[src/rtl/mem_ctrl_pkg.sv]
// rtl/mem_ctrl_pkg.sv - shared types and constants for the memory access controller
package mem_ctrl_pkg;

    localparam int DEF_ADDR_W      = 16;
    localparam int DEF_DATA_W      = 16;
    localparam int DEF_WAIT_CYCLES = 2;
    localparam int DEF_CNT_W       = 4;

    // Grant identifiers; also the encoding of the arbiter's last-grant register
    localparam logic GNT_IF = 1'b0;
    localparam logic GNT_DM = 1'b1;

    typedef enum logic [2:0] {
        IDLE = 3'd0,
        ADDR = 3'd1,
        WAIT = 3'd2,
        XFER = 3'd3,
        ACK  = 3'd4
    } state_e;

endpackage

[src/rtl/mem_rr_arbiter.sv]
// rtl/mem_rr_arbiter.sv - two-way round-robin arbiter between fetch and data ports
module mem_rr_arbiter
    import mem_ctrl_pkg::*;
(
    input  logic clk_i,
    input  logic rst_ni,
    input  logic if_req_i,
    input  logic dm_req_i,
    input  logic eval_en_i,
    output logic gnt_valid_o,
    output logic gnt_id_o
);

    logic last_q;
    logic last_d;

    // Grant selection: a lone requester wins; on contention the port not granted last wins
    always_comb begin
        gnt_valid_o = eval_en_i & (if_req_i | dm_req_i);
        gnt_id_o    = GNT_IF;
        if (if_req_i && dm_req_i) begin
            gnt_id_o = (last_q == GNT_IF) ? GNT_DM : GNT_IF;
        end else if (dm_req_i) begin
            gnt_id_o = GNT_DM;
        end
        last_d = gnt_valid_o ? gnt_id_o : last_q;
    end

    // Last-grant history; reset to IF so the first contended grant goes to DM
    always_ff @(posedge clk_i or negedge rst_ni) begin
        if (!rst_ni) begin
            last_q <= GNT_IF;
        end else begin
            last_q <= last_d;
        end
    end

endmodule

[src/rtl/mem_access_ctrl.sv]
// rtl/mem_access_ctrl.sv - sequencing controller and arbiter for the single-port RAM path
module mem_access_ctrl
    import mem_ctrl_pkg::*;
#(
    parameter int ADDR_W      = DEF_ADDR_W,
    parameter int DATA_W      = DEF_DATA_W,
    parameter int WAIT_CYCLES = DEF_WAIT_CYCLES,
    parameter int CNT_W       = DEF_CNT_W
) (
    input  logic              CLK,
    input  logic              RST_N,
    input  logic              IF_REQ,
    input  logic [ADDR_W-1:0] IF_ADDR,
    output logic              IF_ACK,
    output logic [DATA_W-1:0] IF_RDATA,
    input  logic              DM_REQ,
    input  logic              DM_WE,
    input  logic [ADDR_W-1:0] DM_ADDR,
    input  logic [DATA_W-1:0] DM_WDATA,
    output logic              DM_ACK,
    output logic [DATA_W-1:0] DM_RDATA,
    output logic [ADDR_W-1:0] MAR,
    output logic [DATA_W-1:0] MDR,
    output logic              LDMAR,
    output logic              LDMDR,
    output logic              LDMEM,
    input  logic [DATA_W-1:0] MEM_RDATA,
    output logic              BUSY
);

    // Counter is loaded with one less than the wait length and leaves WAIT when it reads zero
    localparam logic [CNT_W-1:0] WAIT_LOAD =
        (WAIT_CYCLES > 0) ? CNT_W'(WAIT_CYCLES - 1) : '0;

    state_e            state_q, state_d;
    logic [CNT_W-1:0]  cnt_q, cnt_d;
    logic              gnt_q, gnt_d;
    logic              we_q, we_d;
    logic [DATA_W-1:0] wdata_q, wdata_d;
    logic [ADDR_W-1:0] mar_q, mar_d;
    logic [DATA_W-1:0] mdr_q, mdr_d;
    logic [DATA_W-1:0] if_rdata_q, if_rdata_d;
    logic [DATA_W-1:0] dm_rdata_q, dm_rdata_d;

    logic arb_valid;
    logic arb_id;

    mem_rr_arbiter u_arb (
        .clk_i       (CLK),
        .rst_ni      (RST_N),
        .if_req_i    (IF_REQ),
        .dm_req_i    (DM_REQ),
        .eval_en_i   (state_q == IDLE),
        .gnt_valid_o (arb_valid),
        .gnt_id_o    (arb_id)
    );

    // Next-state, strobes and datapath register updates for the access sequence
    always_comb begin
        state_d    = state_q;
        cnt_d      = cnt_q;
        gnt_d      = gnt_q;
        we_d       = we_q;
        wdata_d    = wdata_q;
        mar_d      = mar_q;
        mdr_d      = mdr_q;
        if_rdata_d = if_rdata_q;
        dm_rdata_d = dm_rdata_q;
        LDMAR      = 1'b0;
        LDMDR      = 1'b0;
        LDMEM      = 1'b0;
        IF_ACK     = 1'b0;
        DM_ACK     = 1'b0;

        case (state_q)
            IDLE: begin
                if (arb_valid) begin
                    gnt_d   = arb_id;
                    state_d = ADDR;
                    if (arb_id == GNT_DM) begin
                        mar_d   = DM_ADDR;
                        we_d    = DM_WE;
                        wdata_d = DM_WDATA;
                    end else begin
                        mar_d = IF_ADDR;
                        we_d  = 1'b0;
                    end
                end
            end
            ADDR: begin
                LDMAR = 1'b1;
                if (WAIT_CYCLES != 0) begin
                    state_d = WAIT;
                    cnt_d   = WAIT_LOAD;
                end else begin
                    state_d = XFER;
                end
            end
            WAIT: begin
                if (cnt_q == '0) begin
                    state_d = XFER;
                end else begin
                    cnt_d = cnt_q - CNT_W'(1);
                end
            end
            XFER: begin
                LDMDR = 1'b1;
                if (we_q) begin
                    LDMEM = 1'b1;
                end else if (gnt_q == GNT_DM) begin
                    dm_rdata_d = MEM_RDATA;
                end else begin
                    if_rdata_d = MEM_RDATA;
                end
                state_d = ACK;
            end
            ACK: begin
                IF_ACK  = (gnt_q == GNT_IF);
                DM_ACK  = (gnt_q == GNT_DM);
                state_d = IDLE;
            end
            default: begin
                state_d = IDLE;
            end
        endcase

        // MDR picks up the write value as XFER is entered so it is valid alongside LDMEM
        if ((state_d == XFER) && (state_q != XFER) && we_q) begin
            mdr_d = wdata_q;
        end
    end

    // State, counter and datapath registers; reset aborts any transaction in flight
    always_ff @(posedge CLK or negedge RST_N) begin
        if (!RST_N) begin
            state_q    <= IDLE;
            cnt_q      <= '0;
            gnt_q      <= GNT_IF;
            we_q       <= 1'b0;
            wdata_q    <= '0;
            mar_q      <= '0;
            mdr_q      <= '0;
            if_rdata_q <= '0;
            dm_rdata_q <= '0;
        end else begin
            state_q    <= state_d;
            cnt_q      <= cnt_d;
            gnt_q      <= gnt_d;
            we_q       <= we_d;
            wdata_q    <= wdata_d;
            mar_q      <= mar_d;
            mdr_q      <= mdr_d;
            if_rdata_q <= if_rdata_d;
            dm_rdata_q <= dm_rdata_d;
        end
    end

    assign MAR      = mar_q;
    assign MDR      = mdr_q;
    assign IF_RDATA = if_rdata_q;
    assign DM_RDATA = dm_rdata_q;
    assign BUSY     = (state_q != IDLE);

endmodule

[config.mk]
export PLATFORM = sky130hd
export DESIGN_NAME = mem_access_ctrl
export DESIGN_NICKNAME = d
export VERILOG_FILES = /design/src/rtl/mem_ctrl_pkg.sv /design/src/rtl/mem_rr_arbiter.sv /design/src/rtl/mem_access_ctrl.sv
export SDC_FILE = /design/constraint.sdc
export NUM_CORES = 1
export LEC_CHECK = 0
export CAP_MARGIN = 20
export CORE_MARGIN = 2
export CORE_UTILIZATION = 47
export DETAILED_ROUTE_END_ITERATION = 8
export HOLD_SLACK_MARGIN = 0.08
export PLACE_DENSITY = 0.89
export SLEW_MARGIN = 20
export SYNTH_ARGS = -nofsm -noshare
export SYNTH_HDL_FRONTEND = slang
export SYNTH_SLANG_ARGS = --single-unit
[constraint.sdc]
create_clock -name CLK -period 6 [get_ports CLK]
set_input_delay 1.8 -clock CLK [delete_from_list [all_inputs] [get_ports CLK]]
set_output_delay 1.8 -clock CLK [all_outputs]
set_load 0.1 [all_outputs]
## Word-level counts from Yosys, hierarchy flattened

Index checks and enable logic that the tools add are counted.

| operators by class | value |
|---|---|
| add/sub/neg operators | 1 |
| eq/ne operators | 7 |
| multiplexer cells | 16 |
| bitwise logic cells | 4 |
| reduce and logical (&&, ||, !) cells | 12 |

Operators by type and width:

| cell | number |
|---|---|
| two-way mux 16 bit | 1 |
| one-hot mux 3 bit (4 select lines) | 1 |
| two-way mux 1 bit | 10 |
| == test 3 x 2 -> 1 bit, second input constant | 3 |
| AND reduction 3 bit | 3 |
| one-hot mux 4 bit (2 select lines) | 1 |
| two-way mux 3 bit | 2 |
| logical NOT 4 bit | 1 |
| two-way mux 4 bit | 1 |
| AND reduction 2 bit | 2 |
| subtractor 4 x 1 -> 4 bit, second input constant | 1 |
| == test 3 x 1 -> 1 bit, second input constant | 1 |
| == test 3 bit, second input constant | 1 |
| logical AND 1 bit | 3 |
| logical NOT 3 bit | 1 |
| inequality test 3 x 2 -> 1 bit, second input constant | 1 |
| nonzero test 3 bit | 1 |
| inequality test 2 bit, second input constant | 1 |
| inverter 1 bit | 2 |
| nonzero test 2 bit | 1 |
| bitwise AND 1 bit | 1 |
| bitwise OR 1 bit | 1 |

| storage, ports and cells | value |
|---|---|
| bits in registers | 90 |
| bits of input ports | 69 |
| output and inout port bits | 70 |
| logic and storage cells | 50 |

## Longest topological paths before layout

Gate-level depths: netlist of run 1.

| logic depth | value |
|---|---|
| depth after elaboration | 7 |
| depth in mapped cells | 7 |
| depth with buffers taken out | 6 |

## Hierarchy

From an unflattened synthesis of run 1, not the netlist that was laid out.

| second synthesis, totals | value |
|---|---|
| cells, all modules | 267 |
| area, all modules | 3,683.5 um^2 |

Modules (own cells, without submodules):

| module | times used | cells each | area each (um^2) | sequential area each (um^2) |
|---|---|---|---|---|
| mem_access_ctrl | 1 | 262 | 3,632.2 | 2,227.1 |
| mem_rr_arbiter | 1 | 5 | 51.3 | 25.0 |

## Worst setup path after synthesis of run 1

No wires, ideal clock.

| timing | value |
|---|---|
| path type | register to output |
| from | reg state_q[0] |
| to | out IF_ACK |
| arrival time | 3.855 ns |
| data required time | 4.200 ns |
| slack | 0.345 ns |
| cell stages (with the launch flop) | 4 |
| buffers on the path | 2 |
| path through | dfrtp_1 clkbuf_2 clkbuf_1 nor4b_1 |

| between the ends | value |
|---|---|
| word-level cells in the longest chain between the ends | 2 |

Ends and longest elaborated chain:

| element | line | text |
|---|---|---|
| start, declared | mem_access_ctrl.sv:35 | `state_e state_q, state_d;` |
| start signal, assigned | mem_access_ctrl.sv:146 | `state_q <= state_d;` |
| == test 3 bit | mem_access_ctrl.sv:75 | `case (state_q)` |
| two-way mux 1 bit | mem_access_ctrl.sv:75 |  |
| end, declared | mem_access_ctrl.sv:14 | `output logic IF_ACK,` |

No other way between the ends.

## Final worst setup path of run 1

| timing | value |
|---|---|
| from | reg state_q[0] |
| to | out LDMEM |

| between the ends | value |
|---|---|
| word-level cells in the longest chain between the ends | 2 |

Ends and longest elaborated chain:

| element | line | text |
|---|---|---|
| == test 3 x 2 -> 1 bit | mem_access_ctrl.sv:75 |  |
| two-way mux 1 bit | mem_access_ctrl.sv:75 |  |
| end, declared | mem_access_ctrl.sv:26 | `output logic LDMEM,` |

No other way between the ends.

==> results of run 1 <==
[per-stage QoR]
step	hold WS, ns	instances	utilization [%]	setup WS [ns]
6_report	0.5069	510	70.04	1.478
2_1_floorplan	0.4749	266	-	0.3449
5_1_grt	0.5282	510	70.04	1.353
3_5_place_dp	0.4920	493	67.09	1.861
3_3_place_gp	0.4836	493	67.09	1.953
4_1_cts	0.5105	509	69.82	1.468
[cell type report]
type                    instances  share of cell area [%]
flip-flops and latches         89                   41.37
repair buffers                141                   26.10
multi-input cells             158                   25.98
well taps                     102                   2.370
clock buffers                   9                   2.301
clock inverters                 7                   1.604
inverters                       4                  0.2789
[state kept, by name, summed over array words and instances (netlist names)]
signal and cells:
DM_RDATA 16, IF_RDATA 16, MAR 16, MDR 16
cnt_q 4, gnt_q 1, state_q 3, wdata_q 16
we_q 1
[worst register-to-register path, cell delays in order (launching register included)]
cell      delay [ns]
dfrtp_1         0.62
nand2_1         0.20
nor2_1          0.24
nand3b_1        0.63
mux2_2          0.52
[per-layer routing]
metal  wire length, um  track usage, %
met5                 0               0
met1              3154           22.16
met3               441           3.824
met4               104           6.863
met2              4076           33.58
[worst paths after layout]
path / to / slack (ns) / depth (start not counted)
max: LDMEM / 1.48 / 4
min: wdata_q[9] / 0.51 / 1
max reg2reg: DM_RDATA[14] / 3.67 / 4
min reg2reg: wdata_q[9] / 0.51 / 1
max in group asynchronous: MDR[5] / 3.59 / 2
min in group asynchronous: DM_RDATA[9] / 1.35 / 1
[synthesized netlist by cell type (all sizes together)]
library cell,number,area (um^2)
a31oi,1,6.260
ha,1,12.51
nand2,5,18.77
mux2,64,758.2
o22a,1,8.760
nand3b,1,7.510
or4b,1,13.76
nor4,1,12.51
o21ai,7,35.03
clkbuf,9,35.03
nor4bb,1,10.01
mux2i,17,170.2
nor3,2,10.01
a21boi,1,7.510
nor3b,2,15.01
nor4b,1,8.760
dfrtp,89,2227
nand3,2,22.52
and2,2,12.51
inv,4,15.01
o21ba,1,10.01
xnor2,1,8.760
a21oi,19,95.09
nor2,23,86.33
or3,1,6.260
nand2b,1,6.260
o32ai,1,27.53
buf,6,35.03
o41ai,1,8.760
[cell families after synthesis]
group,after synthesis,synth area share [%]
compound gates,32,5.390
xor+xnor,1,0.2373
fa+ha+maj,1,0.3389
buf+inv,19,2.305
flops,89,60.34
mux,81,25.15
simple gates,43,6.237
==> impl_metrics.csv, run 1 <==
group,metric,value,unit
outcome,status,"completed",
floorplan,die_y,92.62,um
place,place_congestion,0.7530,
min_path,hp-class,"flip-flop to flip-flop",
detailed_routing,avgViaCountPerCell,4.982,
detailed_routing,wl,7777,um
cells_and_area,layout-drive-gt1-share,22.30,%
global_route,grt_pass1_vias,2627,
detailed_routing,vias,2541,
synth,yosys_warnings,0,
cts,cts_tree,"done",
setup_path,cp.required,4.20,ns
global_route,antenna_found_initial,0,
cts,cts.sinks,89,
sta,min_period,4.522,ns
cts,post_cts_resized,0,
floorplan,initial_core_util,48.01,%
synth,syn_nets,336,
setup_path,cp_max_fo,16,
synth,syn_area,0.003691,mm^2
cells_and_area,n_fill_cell,580,
cells_and_area,final_common_cell,"clkdlybuf4s50_1",
cells_and_area,antenna-diode-count,0,
setup_path,critical_path_buf_inv_count,1,
setup_path,critical_path_class,"flip-flop to primary output",
cells_and_area,regArea,0.002227,mm^2
synth,synthCells,266,
synth,ys_seq_elements,89,
cts,post-cts-setup-buffers,0,
floorplan,fp.dieW,92.62,um
cts,ctsHoldBuffers,0,
detailed_routing,dr.pass1.iters,4,
setup_path,end_kind,"primary output",
global_route,grt_pass1_wl,12460,um
sta,max_freq,221.2,MHz
setup_path,cpPeakStageDelay,1.13,ns
place,port_buffers,138,
global_route,gr-total-overflow,0,
cts,clk_pin_slew,0.10,ns
cells_and_area,final_cell_mix,"clkdlybuf4s50_1, dfrtp_1, mux2_2",
synth,yosysSeqAreaShare,60.34,%
min_path,min_from,"wdata_q[9]",
flow_run,drv_cap,0,
setup_path,crit_family,"buffers and inverters",
sta,setup_tns,0,ns
setup_path,setup.worst_path.start,"state_q[0]",
synth,ys_types,34,
detailed_routing,post-route-drc-count,0,
cts,clockBufferDepth,2,
sta,setup_viol_count_final,0,
setup_path,path_cells,"nand2_1, nor2_1, and2_1, clkdlybuf4s50_1",
cells_and_area,final_cell_area,0.005384,mm^2
synth,syn_area_per_cell,13.88,um^2
setup_path,r2r-start,"state_q[0]",
cells_and_area,num-nets-final,473,
sta,hold_viol,0,
floorplan,io_pins,139,
cts,root_buffer,"clkbuf_8",
detailed_routing,drtIter0Drc,60,
detailed_routing,drtAntennaViolNets,0,
cts,htreeDepth,3,
sta,clock_skew,0.01153,ns
detailed_routing,detail_route.wl_per_cell,15.25,um
setup_path,crit_arrival,2.72,ns
sta,slew_violations,0,
cells_and_area,area_growth,45.86,%
cells_and_area,multi_input_area,0.001399,mm^2
cts,numCtsBuffers,9,
sta,max_slew.worst_pin.slew,0.9995,ns
floorplan,core,0.007687,mm^2
sta,timing.slew.headroom,33.16,%
global_route,grt_max_degree,59,
place,place_hpwl,5655,um
floorplan,die_area,0.008578,mm^2
floorplan,num_rows,32,
cts,insertion_delay,0.36,ns
sta,rsz0062_at_grt,"false",
setup_path,slowest_stage,"clkdlybuf4s50_1",
place,placed_cell_area,0.005157,mm^2
global_route,grt.total_usage,18.68,%
setup_path,start_kind,"flip-flop",
sta,period_share,75.36,%
Power of run 1 is left out: the tool's default activity adds up to more than one toggle a clock period on the data nets, which glitch-free logic cannot reach.
==> run 2: changes to the inputs <==
Settings changed: CORE_UTILIZATION 47 to 44, PLACE_DENSITY 0.89 to 0.84.
Clock period 6 ns to 4.2 ns, I/O delays scaled along.
==> run 2 against run 1 <==
Register-to-register slack lost 1.8 ns. Setup slack lost 0.44 ns. Count of clock-buffer cells in the layout grew 1. Die area grew 6.5%. Global-route usage shrank 0.80 points. Critical path depth is the same. Routed wire length grew 2.6%. Via count grew 1.2%. Largest cell class unchanged.
==> impl_metrics.csv, run 2 (synthesis gave the netlist of run 1 again) <==
group,metric,value,unit
cts,post-cts-setup-buffers,0,
detailed_routing,post-route-drc-count,0,
sta,min_period,3.160,ns
cells_and_area,regArea,0.002227,mm^2
setup_path,start_kind,"flip-flop",
global_route,antenna_found_initial,0,
setup_path,end_kind,"primary output",
cells_and_area,layout-drive-gt1-share,24.26,%
floorplan,io_pins,139,
detailed_routing,drtAntennaViolNets,0,
cells_and_area,num-nets-final,473,
floorplan,core,0.008175,mm^2
global_route,grt_max_degree,90,
global_route,gr-total-overflow,0,
place,place_hpwl,5867,um
global_route,grt_pass1_vias,2613,
sta,clock_skew,0.01024,ns
floorplan,die_y,95.59,um
cts,clk_pin_slew,0.08,ns
setup_path,cp.required,2.94,ns
floorplan,initial_core_util,45.15,%
cts,numCtsBuffers,9,
flow_run,drv_cap,0,
detailed_routing,wl,7982,um
cells_and_area,antenna-diode-count,0,
detailed_routing,avgViaCountPerCell,5.014,
setup_path,critical_path_class,"flip-flop to primary output",
sta,rsz0062_at_grt,"false",
cts,cts_tree,"done",
sta,max_slew.worst_pin.slew,1.007,ns
cells_and_area,multi_input_area,0.001411,mm^2
detailed_routing,drtIter0Drc,51,
place,place_congestion,0.7698,
floorplan,die_area,0.009137,mm^2
outcome,status,"completed",
min_path,hp-class,"flip-flop to flip-flop",
global_route,grt_pass1_wl,12600,um
cts,insertion_delay,0.34,ns
global_route,grt.total_usage,17.89,%
detailed_routing,dr.pass1.iters,4,
setup_path,cp_max_fo,16,
detailed_routing,detail_route.wl_per_cell,15.56,um
sta,period_share,75.24,%
floorplan,num_rows,33,
detailed_routing,vias,2572,
floorplan,fp.dieW,95.59,um
sta,timing.slew.headroom,32.68,%
setup_path,crit_arrival,1.90,ns
sta,setup_viol_count_final,0,
place,port_buffers,138,
cells_and_area,area_growth,46.88,%
cells_and_area,final_cell_mix,"clkdlybuf4s50_1, dfrtp_1, mux2_2",
sta,slew_violations,0,
cells_and_area,final_common_cell,"clkdlybuf4s50_1",
cts,cts.sinks,89,
cells_and_area,n_fill_cell,610,
sta,setup_tns,0,ns
cts,post_cts_resized,0,
cts,root_buffer,"clkbuf_8",
cts,htreeDepth,3,
sta,hold_viol,0,
sta,max_freq,316.4,MHz
cts,ctsHoldBuffers,0,
cts,clockBufferDepth,2,
[run 2: layer usage]
metal  part of all wire [%]  vias to the layer above  global-route usage (%)
met5                      0                        -                       0
met4                    1.4                        0                   6.548
met3                    6.4                       11                   4.111
met2                     51                       78                   30.30
met1                     41                     1277                   22.37
li1                       -                     1206                       -
[run 2: critical path, stage by stage, from the launching register on]
cell     delay [ns]
dfrtp_1        0.66
nand2_1        0.21
nor2_1         0.23
and2_1         0.17
buf_4          0.29
[run 2: worst paths after layout]
| path | end | cells past startpoint | from | slack (ns) |
|---|---|---|---|---|
| setup / recovery | LDMEM | 4 | state_q[0] | 1.04 |
| setup reg to reg | DM_RDATA[5] | 4 | state_q[0] | 1.86 |
| max in group asynchronous | MDR[7] | 1 | RST_N | 2.71 |
| min in group asynchronous | MAR[0] | 1 | RST_N | 0.98 |
| hold / removal | MDR[10] | 1 | wdata_q[10] | 0.50 |
| hold reg to reg | MDR[10] | 1 | wdata_q[10] | 0.50 |
[run 2: cell type report]
type	count	area share, %
clock buffers	10	2.354
clock inverters	6	2.123
inverters	4	0.2769
multi-input cells	158	26.03
flip-flops and latches	89	41.08
well taps	105	2.423
repair buffers	141	25.71
[run 2: per-stage QoR]
step                utilization (%)  hold slack, ns  area (um^2)  worst slack (ns)  instances
floorplan                         -          0.4749         3709            0.1126        266
global placement              63.16          0.4849         5164             1.204        496
detailed placement            63.16          0.4880         5164             1.177        496
CTS                           66.13          0.5050         5406             1.030        512
global route                  66.31          0.5113         5421            0.8550        513
finish                        66.31          0.5019         5421             1.040        513
Power of run 2 is left out for the same reason.
